File: config.mk
export PLATFORM = sky130hd
export DESIGN_NAME = ext_reg_loader
export DESIGN_NICKNAME = d
export VERILOG_FILES = /design/src/rtl/ext_reg_loader_pkg.sv /design/src/rtl/ext_reg_loader_sync.sv /design/src/rtl/ext_reg_loader.sv
export SDC_FILE = /design/constraint.sdc
export NUM_CORES = 1
export LEC_CHECK = 0
export CORE_MARGIN = 2
export CORE_UTILIZATION = 59
export DETAILED_ROUTE_END_ITERATION = 10
export PLACE_DENSITY = 0.87
export SLEW_MARGIN = 0
export SYNTH_ARGS = -nofsm -noshare
export SYNTH_HDL_FRONTEND = slang
export SYNTH_HIERARCHICAL = 1
export SYNTH_SLANG_ARGS = --single-unit
File: constraint.sdc
create_clock -name clk -period 5 [get_ports clk]
set_input_delay 0.5 -clock clk [delete_from_list [all_inputs] [get_ports clk]]
set_output_delay 0.5 -clock clk [all_outputs]
set_load 0.01 [all_outputs]
File: src/rtl/ext_reg_loader_pkg.sv
// Shared types and frame layout for the external register loader.
// EXT_REG_LOADER_PARITY_EN appends an even-parity bit after the 16-bit frame.
package ext_reg_loader_pkg;

    typedef enum logic [1:0] {IDLE, SHIFT, COMMIT, WAIT_CS} state_e;

`ifdef EXT_REG_LOADER_PARITY_EN
    localparam int FRAME_BITS = 17;
`else
    localparam int FRAME_BITS = 16;
`endif

    // The parity bit, when present, occupies bit 0 and pushes every field up by one.
    localparam int PAR_BITS = FRAME_BITS - 16;
    localparam int W_BIT    = 15 + PAR_BITS;
    localparam int HDR_MSB  = 14 + PAR_BITS;
    localparam int HDR_LSB  = 8 + PAR_BITS;
    localparam int DATA_MSB = 7 + PAR_BITS;
    localparam int DATA_LSB = PAR_BITS;

    localparam int CNT_W = 5;
    localparam logic [7:0] DATA_RST = 8'h00;

endpackage

File: src/rtl/ext_reg_loader_sync.sv
// Multi-flop synchronizer with a trailing edge-detect flop.
// RST_VAL sets the idle level so no false edge appears as reset releases.
module ser_sync #(
    parameter int   STAGES  = 2,
    parameter logic RST_VAL = 1'b0
) (
    input  logic clk,
    input  logic reset,
    input  logic din,
    output logic level,
    output logic rise,
    output logic fall
);

    logic [STAGES-1:0] sync_q;
    logic              prev_q;

    always_ff @(posedge clk or negedge reset) begin
        if (!reset) begin
            sync_q <= {STAGES{RST_VAL}};
            prev_q <= RST_VAL;
        end else begin
            sync_q <= {sync_q[STAGES-2:0], din};
            prev_q <= sync_q[STAGES-1];
        end
    end

    assign level = sync_q[STAGES-1];
    assign rise  = level & ~prev_q;
    assign fall  = ~level & prev_q;

endmodule

File: src/rtl/ext_reg_loader.sv
// Serial host front end: shifts in a frame and strobes one downstream register.
// Build with EXT_REG_LOADER_PARITY_EN for 17-bit frames with even parity.
module ext_reg_loader
    import ext_reg_loader_pkg::*;
#(
    parameter int NUM_REGS    = 4,
    parameter int SYNC_STAGES = 2
) (
    input  logic                clk,
    input  logic                reset,
    input  logic                ser_sclk,
    input  logic                ser_cs_n,
    input  logic                ser_mosi,
    output logic [NUM_REGS-1:0] load,
    output logic [7:0]          reg_data,
    output logic                busy,
    output logic                frame_err
);

    localparam int IDX_W = (NUM_REGS > 1) ? $clog2(NUM_REGS) : 1;
    localparam logic [CNT_W-1:0] FRAME_CNT = CNT_W'(FRAME_BITS);

    logic sclk_lvl, sclk_rise, sclk_fall;
    logic cs_lvl, cs_rise, cs_fall;
    logic mosi_lvl, mosi_rise, mosi_fall;

    ser_sync #(.STAGES(SYNC_STAGES), .RST_VAL(1'b0)) u_sync_sclk (
        .clk(clk), .reset(reset), .din(ser_sclk),
        .level(sclk_lvl), .rise(sclk_rise), .fall(sclk_fall)
    );
    ser_sync #(.STAGES(SYNC_STAGES), .RST_VAL(1'b1)) u_sync_cs (
        .clk(clk), .reset(reset), .din(ser_cs_n),
        .level(cs_lvl), .rise(cs_rise), .fall(cs_fall)
    );
    ser_sync #(.STAGES(SYNC_STAGES), .RST_VAL(1'b0)) u_sync_mosi (
        .clk(clk), .reset(reset), .din(ser_mosi),
        .level(mosi_lvl), .rise(mosi_rise), .fall(mosi_fall)
    );

    state_e                  state_q, state_d;
    logic [CNT_W-1:0]        cnt_q, cnt_d;
    logic [FRAME_BITS-1:0]   sh_q, sh_d;
    logic [NUM_REGS-1:0]     load_q, load_d;
    logic [7:0]              data_q, data_d;
    logic                    err_q, err_d;

    logic             wr_flag, idx_ok, par_ok;
    logic [IDX_W-1:0] idx;
    logic [7:0]       frame_data;
    logic             unused_sync;

    assign wr_flag    = sh_q[W_BIT];
    assign idx        = sh_q[HDR_LSB +: IDX_W];
    assign frame_data = sh_q[DATA_MSB:DATA_LSB];
    assign idx_ok     = (int'(idx) < NUM_REGS);

`ifdef EXT_REG_LOADER_PARITY_EN
    assign par_ok = ~^sh_q;
`else
    assign par_ok = 1'b1;
`endif

    assign unused_sync = ^{sclk_lvl, sclk_fall, mosi_rise, mosi_fall, sh_q};

    always_ff @(posedge clk or negedge reset) begin
        if (!reset) begin
            state_q <= IDLE;
            cnt_q   <= '0;
            sh_q    <= '0;
            load_q  <= '0;
            data_q  <= DATA_RST;
            err_q   <= 1'b0;
        end else begin
            state_q <= state_d;
            cnt_q   <= cnt_d;
            sh_q    <= sh_d;
            load_q  <= load_d;
            data_q  <= data_d;
            err_q   <= err_d;
        end
    end

    // Commit decisions are registered on entry to COMMIT, so load and reg_data
    // are valid together for exactly the COMMIT cycle.
    always_comb begin
        state_d = state_q;
        cnt_d   = cnt_q;
        sh_d    = sh_q;
        load_d  = '0;
        data_d  = data_q;
        err_d   = err_q;
        case (state_q)
            IDLE: begin
                if (cs_fall) begin
                    err_d   = 1'b0;
                    cnt_d   = '0;
                    state_d = SHIFT;
                end
            end
            SHIFT: begin
                if (cnt_q == FRAME_CNT) begin
                    state_d = COMMIT;
                    if (!par_ok) begin
                        err_d = 1'b1;
                    end else if (wr_flag) begin
                        if (idx_ok) begin
                            load_d = NUM_REGS'(1) << idx;
                            data_d = frame_data;
                        end else begin
                            err_d = 1'b1;
                        end
                    end
                end else if (sclk_rise) begin
                    sh_d  = {sh_q[FRAME_BITS-2:0], mosi_lvl};
                    cnt_d = cnt_q + CNT_W'(1);
                    // A last-bit rise beats a coincident cs_n rise; WAIT_CS catches the level.
                    if (cs_rise && cnt_q != FRAME_CNT - CNT_W'(1)) begin
                        err_d   = 1'b1;
                        state_d = IDLE;
                    end
                end else if (cs_rise) begin
                    err_d   = 1'b1;
                    state_d = IDLE;
                end
            end
            COMMIT: state_d = WAIT_CS;
            WAIT_CS: begin
                if (cs_lvl) state_d = IDLE;
            end
            default: state_d = IDLE;
        endcase
    end

    assign load      = load_q;
    assign reg_data  = data_q;
    assign busy      = (state_q != IDLE);
    assign frame_err = err_q;

endmodule

Yosys cells after proc, flatten, opt, wreduce, memory -nomap -nowiden

Cells that the tools add are included.

Register bits: 44
Input port bits: 5
Output and inout bits: 14

Bitwise logic cells: 7
Add/sub/neg operators: 1
Equality and inequality tests: 13
Reductions and logical operators: 9
Muxes and demuxes: 20
Shifts and indexed selects: 1

Operators by type and width:

| cell                | number |
|---|---|
| $mux 5              | 3 |
| $mux 2              | 6 |
| $mux 4              | 3 |
| $pmux 5 s2          | 1 |
| $ne 4x4->1 const B  | 2 |
| $pmux 2 s4          | 1 |
| $reduce_and 4->1    | 2 |
| $ne 2x2->1 const B  | 3 |
| $ne 3x3->1 const B  | 2 |
| $reduce_and 3->1    | 2 |
| $add 5x1->5 const B | 1 |
| $eq 5x5->1 const B  | 1 |
| $mux 1              | 5 |
| $ne 5x4->1 const B  | 1 |
| $reduce_and 5->1    | 1 |
| $eq 2x2->1 const B  | 2 |
| $not 1->1           | 4 |
| $reduce_bool 2->1   | 2 |
| $shl 1x2->4 const A | 1 |
| $and 1x1->1         | 3 |
| $eq 2x1->1 const B  | 1 |
| $logic_not 2->1     | 1 |
| $ne 2x1->1 const B  | 1 |
| $pmux 1 s2          | 1 |
| $logic_and 1x1->1   | 1 |

Logic depth before layout (Yosys ltp)

Gate-level depths: netlist of the first run.

Depth in word-level cells: 7
Depth in mapped cells: 7
Gate-level depth less buffers: 6

Hierarchy

The synthesis of the first run kept the hierarchy.

Modules (own cells, without submodules):

| module                      | seq. area each (um2) | area an instance (um2) | instances | cells each |
|---|---|---|---|---|
| ext_reg_loader              | 900.9                | 1569.0                 | 1         | 110 |
| ser_sync at u_sync_mosi ... | 75.1                 | 90.1                   | 2         | 5 |
| ser_sync at u_sync_cs       | 78.8                 | 93.8                   | 1         | 5 |

Worst setup path after synthesis of the first run

OpenSTA, ideal clock, no wires.

Path type: register to register
Start: register cnt_q[0]
End: register sh_q[0]
Path buffers: 2
Arrival: 1.572 ns
Slack: 3.303 ns
Setup time: 0.125 ns
Required time: 4.875 ns
Stages on the path, launching flop included: 8
Cells stage by stage: dfrtp_1 inv_1 ha_1 and4bb_4 and3b_1 buf_6 buf_12 mux2_4

Longest elaborated chain between the ends: 3

Ends and longest elaborated chain:

| element                           | RTL line              | RTL |
|---|---|---|
| start: declaration                | ext_reg_loader.sv:41  | `logic [CNT_W-1:0] cnt_q, cnt_d;` |
| start signal: assignment          | ext_reg_loader.sv:75  | `cnt_q <= cnt_d;` |
| $eq 5x5->1                        | ext_reg_loader.sv:101 | `if (cnt_q == FRAME_CNT) begin` |
| $not 1->1 (no source line)        | --                    |  |
| $reduce_and 3->1 (no source line) | --                    |  |
| end signal: assignment            | ext_reg_loader.sv:69  | `sh_q <= '0;` |
| end signal: assignment            | ext_reg_loader.sv:76  | `sh_q <= sh_d;` |
| end: declaration                  | ext_reg_loader.sv:42  | `logic [FRAME_BITS-1:0] sh_q, sh_d;` |

Every way passes these cells.
A chain may end at the register's enable or synchronous reset.

Worst setup path in the final report of the first run

Start: register state_q[0]
End: output port busy

Longest elaborated chain between the ends: 1

Ends and longest elaborated chain:

| element                  | RTL line              | RTL |
|---|---|---|
| start: declaration       | ext_reg_loader.sv:40  | `state_e state_q, state_d;` |
| start signal: assignment | ext_reg_loader.sv:74  | `state_q <= state_d;` |
| $reduce_bool 2->1        | ext_reg_loader.sv:136 | `assign busy = (state_q != IDLE);` |
| end: declaration         | ext_reg_loader.sv:16  | `output logic busy,` |

Every way passes these cells.

==> results.tsv, run 1 <==
stage	metric	value	unit
outcome	status	complete, no violations	
worst_setup_path	slowest cell delay on critical path	500	ps
yosys	syn_area_per_cell	14.83	sq um
clocking	Post-CTS Resized	0	
sta	Slew @ Worst Pin	932.7	ps
min_path	Tightest Hold Check Type	in -> async	
yosys	Syn Inst Count	121	
yosys	Syn Nets	129	
place	GPL Wtd Cong	0.8066	
global_route	GR Overflow Total	0	
worst_setup_path	Worst EP arrival	1670	ps
sta	Worst slew margin	37.82	%
clocking	htree depth	2	
sta	final hold vios	0	
floorplanning	die height	59.15	um
worst_setup_path	slowest CP cell	dfrtp_1	
place	I/O Buffers	18	
worst_setup_path	CP Launch Type	flip-flop	
pwr	Power per Cell Area	398.9	nW/um^2
sta	max-slew violation count	0	
routing	wire per inst	16.46	um
yosys	Syn. warnings	6	
sta	Final Setup Violations	0	
sta	Worst Skew	9.564	ps
global_route	M2 GR Usage	30.63	%
sta	Tcrit/Tclk final	43.38	%
floorplanning	initial core utilization	60.25	%
layout	share of layout cells above drive strength 1	27.46	%
clocking	hold buffers post-CTS	0	
clocking	Reg clk slew, reported paths	120	ps
routing	Residual DRC	0	
clocking	CTS tree	built	
routing	WL final	2881	um
sta	Max Clk Rate	461.1	MHz
sta	RSZ-0062 raised after global routing	no	
worst_setup_path	Crit Path Max Fanout	10	
layout	area grow syn2layout	13.74	%
routing	DR iter-0 viols	20	
floorplanning	I/O pins	19	
clocking	clk buf depth	2	
worst_setup_path	cells along the critical path	or2_2, clkdlybuf4s50_1	
routing	drt pass-1 iters	4	
floorplanning	die span in x	59.15	um
worst_setup_path	crit end category	output port	
clocking	worst skew pair latency	350	ps
routing	routed vias	971	
place	post-DP HPWL	1878	um
worst_setup_path	Worst Path Required	4500	ps
layout	nets	149	
layout	ANT cells	0	
worst_setup_path	Top Family by Delay on Critical Path	flip-flops	
global_route	grt met1 use	24.70	%
floorplanning	Die Area	3498	sq um
sta	worst hold slack	285.0	ps
clocking	clk sinks	44	
yosys	Cell Area, Synth	1794	sq um
global_route	met3 usage	6.550	%
floorplanning	core box area	2978	sq um
global_route	antenna violations before repair	0	
flow_run	maxcap violations	0	
global_route	first-pass GRT wire length	4802	um
pwr	leakage	0.0009550	uW
global_route	largest net degree at the start of global routing	45	
clocking	CTS Buf Count	5	
sta	fin crit period	2169	ps
routing	vias per inst	5.549	
worst_setup_path	Critical path buffers and inverters	1	
pwr	peak supply drop	0.2483	mV
global_route	vias in the first global route	1047	
clocking	CTS Root Cell	clkbuf_4	
global_route	most used routing layer	met2	
worst_setup_path	WS Path Type	reg -> out	
floorplanning	row count	20	
clocking	total setup buffers inserted after CTS	0	
routing	post-route ant nets	0	
global_route	Total GRT Usage	19.39	%
sta	setup TNS	0	ps
worst paths after layout:
check / cells past startpoint / to / startpoint / slack (ps)
max in group asynchronous: 1 / u_sync_sclk/sync_q[0]$_DFF_PN0_ / reset / 4150
worst max-delay path: 2 / busy / state_q[0]$_DFFE_PN0P_ / 2830
worst min-delay path: 1 / sh_q[12]$_DFFE_PN0P_ / reset / 280
min in group clk: 0 / u_sync_mosi/sync_q[1]$_DFF_PN0_ / u_sync_mosi/sync_q[0]$_DFF_PN0_ / 370
worst min register to register: 0 / u_sync_mosi/sync_q[1]$_DFF_PN0_ / u_sync_mosi/sync_q[0]$_DFF_PN0_ / 370
worst max register to register: 5 / sh_q[8]$_DFFE_PN0P_ / cnt_q[0]$_DFFE_PN0P_ / 2900
layout make-up:
cell class / instances / area (sq um)
sequential: 44 / 1105
fill: 190 / 937.1
multi-input combinational: 65 / 618.1
timing repair buffer: 18 / 175.2
clock buffer: 7 / 45.04
tap: 33 / 41.29
clock inverter: 1 / 30.03
inverter: 7 / 26.28
placed cells by master, fill, tap and decap left out, types with 3 or more instances in the layout:
| cell | instances |
|---|---|
| dfrtp_1 | 41 |
| mux2_2 | 14 |
| ha_1 | 3 |
| clkbuf_4 | 5 |
| mux2_4 | 9 |
| nor2b_1 | 3 |
| inv_1 | 7 |
| nor3_1 | 4 |
| mux2i_1 | 4 |
| clkdlybuf4s50_1 | 17 |
| dfstp_2 | 3 |
where the power goes:
part	switching, uW	internal (uW)	leakage (uW)	total (uW)
combinational	55.7	77.2	0.000345	133
clock	107	106	0.0000395	213
sequential	54.3	414	0.000570	468
through the flow:
stage                     std cells  cell area [sq um]  util, %  setup WS [ps]  power, uW
after floorplan                 121               1794        -           3303      558.8
after global placement          167               1966    66.01           2981      593.2
after detailed placement        167               1966    66.01           2907      604.5
after CTS                       175               2041    68.53           2821      819.3
after global routing            175               2041    68.53           2766      858.7
final                           175               2041    68.53           2831      814.0
sequential cells by signal, indices dropped and copies added, names as in the netlist, 2 cells and up, named ones only:
name                count
reg_data                8
cnt_q                   5
sh_q                   16
u_sync_cs/sync_q        2
u_sync_sclk/sync_q      2
u_sync_mosi/sync_q      2
load                    4
worst register-to-register path, cell delays in order, from the launching register on:
cell and delay, ps:
dfrtp_1 430, inv_1 60, ha_1 190, and4bb_4 220
and3b_1 670, mux2_2 420
per-layer routing:
layer,wire [um],up-vias
li1,-,461
met1,1344,487
met2,1408,19
met3,91,4
met4,36,0
met5,0,-
No activity file was read; power rests on OpenSTA's default activity.
==> run 2: changes to the inputs <==
--- a/config.mk
+++ b/config.mk
@@ -6,9 +6,9 @@
 export NUM_CORES = 1
 export LEC_CHECK = 0
 export CORE_MARGIN = 2
-export CORE_UTILIZATION = 59
+export CORE_UTILIZATION = 50
 export DETAILED_ROUTE_END_ITERATION = 10
-export PLACE_DENSITY = 0.87
+export PLACE_DENSITY = 0.79
 export SLEW_MARGIN = 0
 export SYNTH_ARGS = -nofsm -noshare
 export SYNTH_HDL_FRONTEND = slang
==> constraint.sdc (replaced) <==
create_clock -name clk -period 1.88 [get_ports clk]
set_input_delay 0.188 -clock clk [delete_from_list [all_inputs] [get_ports clk]]
set_output_delay 0.188 -clock clk [all_outputs]
set_load 0.01 [all_outputs]
==> results.tsv, run 2 (same netlist as run 1, synthesis figures left out) <==
stage	metric	value	unit	change
clocking	clk buf depth	2		unchanged
flow_run	maxcap violations	0		unchanged
worst_setup_path	Worst Path Required	2120	ps	-2380 ps
floorplanning	Die Area	4084	sq um	+17%
place	post-DP HPWL	2029	um	+8.0%
sta	setup TNS	0	ps	unchanged
outcome	status	complete, no violations		
routing	routed vias	1077		+11%
routing	wire per inst	14.81	um	-10%
floorplanning	initial core utilization	52.93	%	-7.3 points
worst_setup_path	CP Launch Type	flip-flop		
routing	post-route ant nets	0		unchanged
layout	commonest non-fill, non-tap cell in the layout	dfrtp_1		
global_route	first-pass GRT wire length	5361	um	+12%
layout	commonest cells after routing, fill and taps aside	dfrtp_1, clkdlybuf4s50_1, mux2_2		
pwr	Comb power frac	18.3	%	+2.0 points
worst_setup_path	WS Path Type	reg -> reg		
worst_setup_path	Critical path buffers and inverters	2		+1
clocking	CTS Root Cell	clkbuf_4		
worst_setup_path	slowest cell delay on critical path	410	ps	-90 ps
worst_setup_path	cells along the critical path	inv_1, ha_1, and4bb_4, and3b_1, buf_12, mux2_2		
layout	ANT cells	0		unchanged
clocking	CTS tree	built		
worst_setup_path	Crit Path Max Fanout	13		+3
place	I/O Buffers	18		unchanged
sta	Final WS setup	109.0	ps	-2722 ps
routing	drt pass-1 iters	4		unchanged
sta	Slew @ Worst Pin	458.8	ps	-473.9 ps
clocking	worst skew pair latency	350	ps	about the same
place	Post-Place Setup Slack	69.58	ps	-2838 ps
pwr	peak supply drop	0.5585	mV	+120%
sta	Worst Skew	9.523	ps	-0.04077 ps
routing	DR iter-0 viols	21		+5.0%
global_route	Total GRT Usage	17.09	%	-2.3 points
floorplanning	die height	63.91	um	+8.0%
global_route	vias in the first global route	1158		+11%
layout	nets	159		+6.7%
pwr	Power per Cell Area	1022	nW/um^2	+160%
pwr	Flop pwr share	56.1	%	-1.4 points
floorplanning	core box area	3390	sq um	+14%
sta	RSZ-0062 raised after global routing	no		
floorplanning	I/O pins	19		unchanged
sta	max-slew violation count	0		unchanged
sta	fin crit period	1771	ps	
routing	WL final	2932	um	+1.8%
worst_setup_path	Top Family by Delay on Critical Path	simple AND/OR/NAND/NOR gates		
clocking	Reg clk slew, reported paths	120	ps	about the same
place	GPL Wtd Cong	0.7663		-5.0%
layout	share of layout cells above drive strength 1	32.24	%	+4.8 points
global_route	GR Overflow Total	0		unchanged
sta	Max Clk Rate	564.6	MHz	
pwr	sw frac	26.34	%	-0.27 points
pwr	internal power	1619	uW	+170%
pwr	clock share of power	25.6	%	-0.5 points
clocking	CTS Buf Count	5		unchanged
clocking	clk sinks	44		unchanged
worst_setup_path	crit end category	flip-flop		
pwr	leakage	0.001006	uW	+5.4%
clocking	htree depth	2		unchanged
global_route	antenna violations before repair	0		unchanged
global_route	grt met1 use	22.74	%	-2.0 points
global_route	met3 usage	4.754	%	-1.8 points
pwr	net switching power	579.2	uW	+170%
min_path	Tightest Hold Check Type	in -> reg		
layout	Biggest register	sh_q		
global_route	most used routing layer	met2		
routing	vias per inst	5.439		-2.0%
layout	max reg flops	16		unchanged
sta	Final Setup Violations	0		unchanged
global_route	largest net degree at the start of global routing	22		-51%
sta	final hold vios	0		unchanged
layout	area grow syn2layout	19.94	%	
sta	Worst slew margin	69.41	%	+32 points
sta	Tcrit/Tclk final	94.20	%	
worst_setup_path	slowest CP cell	dfrtp_1		
floorplanning	die span in x	63.91	um	+8.0%
global_route	M2 GR Usage	26.43	%	-4.2 points
floorplanning	row count	21		+5.0%
routing	Residual DRC	0		unchanged
worst_setup_path	Worst EP arrival	2010	ps	+340 ps
run 2: changes by cell type in the layout (fill, tap and decap cells not counted), sizes merged:
cell           change
buf                +9
dlygate4sd2        +1
dlygate4sd3        +1
clkdlybuf4s50      -1
run 2: layer usage:
metal	up-vias	share of wire (%)
met1	544	45
met4	0	1.8
met5	-	0
met3	7	5.5
met2	41	47
li1	485	-
run 2: per-stage QoR:
| stage | util, % | power, uW | hold WS (ps) | std cells | instance area, sq um |
|---|---|---|---|---|---|
| floorplan | - | 1486 | -107.6 | 121 | 1794 |
| global placement | 60.39 | 1595 | 156.4 | 187 | 2047 |
| detailed placement | 60.39 | 1636 | 164.1 | 187 | 2047 |
| CTS | 63.09 | 2215 | 223.8 | 197 | 2138 |
| global route | 63.49 | 2330 | 227.2 | 198 | 2152 |
| finish | 63.49 | 2199 | 242.9 | 198 | 2152 |
run 2: cell type report:
class / count / area [sq um]
fillers: 260 / 1237
flip-flops and latches: 44 / 1105
multi-input cells: 65 / 624.3
repair buffers: 28 / 264.0
well taps: 46 / 57.56
clock buffers: 7 / 45.04
clock inverters: 1 / 30.03
inverters: 7 / 26.28
run 2: what timing repair did:
action	in CTS	in global routing
hold endpoints to repair	19	0
hold buffers	1	0
setup buffers	1	1
resized for setup	1	2
setup endpoints to repair	1	15
run 2: worst paths after layout:
check,startpoint,slack [ps],end,cells past startpoint
setup / recovery,cnt_q[0]$_DFFE_PN0P_,110,sh_q[5]$_DFFE_PN0P_,6
hold / removal,ser_cs_n,240,u_sync_cs/sync_q[0]$_DFF_PN1_,1
setup reg to reg,cnt_q[0]$_DFFE_PN0P_,110,sh_q[5]$_DFFE_PN0P_,6
hold reg to reg,u_sync_sclk/sync_q[0]$_DFF_PN0_,360,u_sync_sclk/sync_q[1]$_DFF_PN0_,0
max in group asynchronous,reset,960,u_sync_cs/sync_q[1]$_DFF_PN1_,3
min in group asynchronous,reset,310,cnt_q[0]$_DFFE_PN0P_,2
run 2: power by group through the flow:
| stage | registers, uW | clock network (uW) | logic (uW) |
|---|---|---|---|
| final | 1230 | 562 | 403 |
| after global routing | 1260 | 630 | 443 |
| after CTS | 1230 | 587 | 394 |
| after detailed placement | 1260 | 0 | 381 |
| after global placement | 1240 | 0 | 356 |
| after floorplan | 1210 | 0 | 278 |
==> run 3: changes to the inputs <==
--- a/config.mk
+++ b/config.mk
@@ -5,6 +5,7 @@
 export SDC_FILE = /design/constraint.sdc
 export NUM_CORES = 1
 export LEC_CHECK = 0
+export CAP_MARGIN = 15
 export CORE_MARGIN = 2
 export CORE_UTILIZATION = 50
 export DETAILED_ROUTE_END_ITERATION = 10
==> results of run 3 <==
No change in the layout: final DEF, timing and power equal those of run 2.
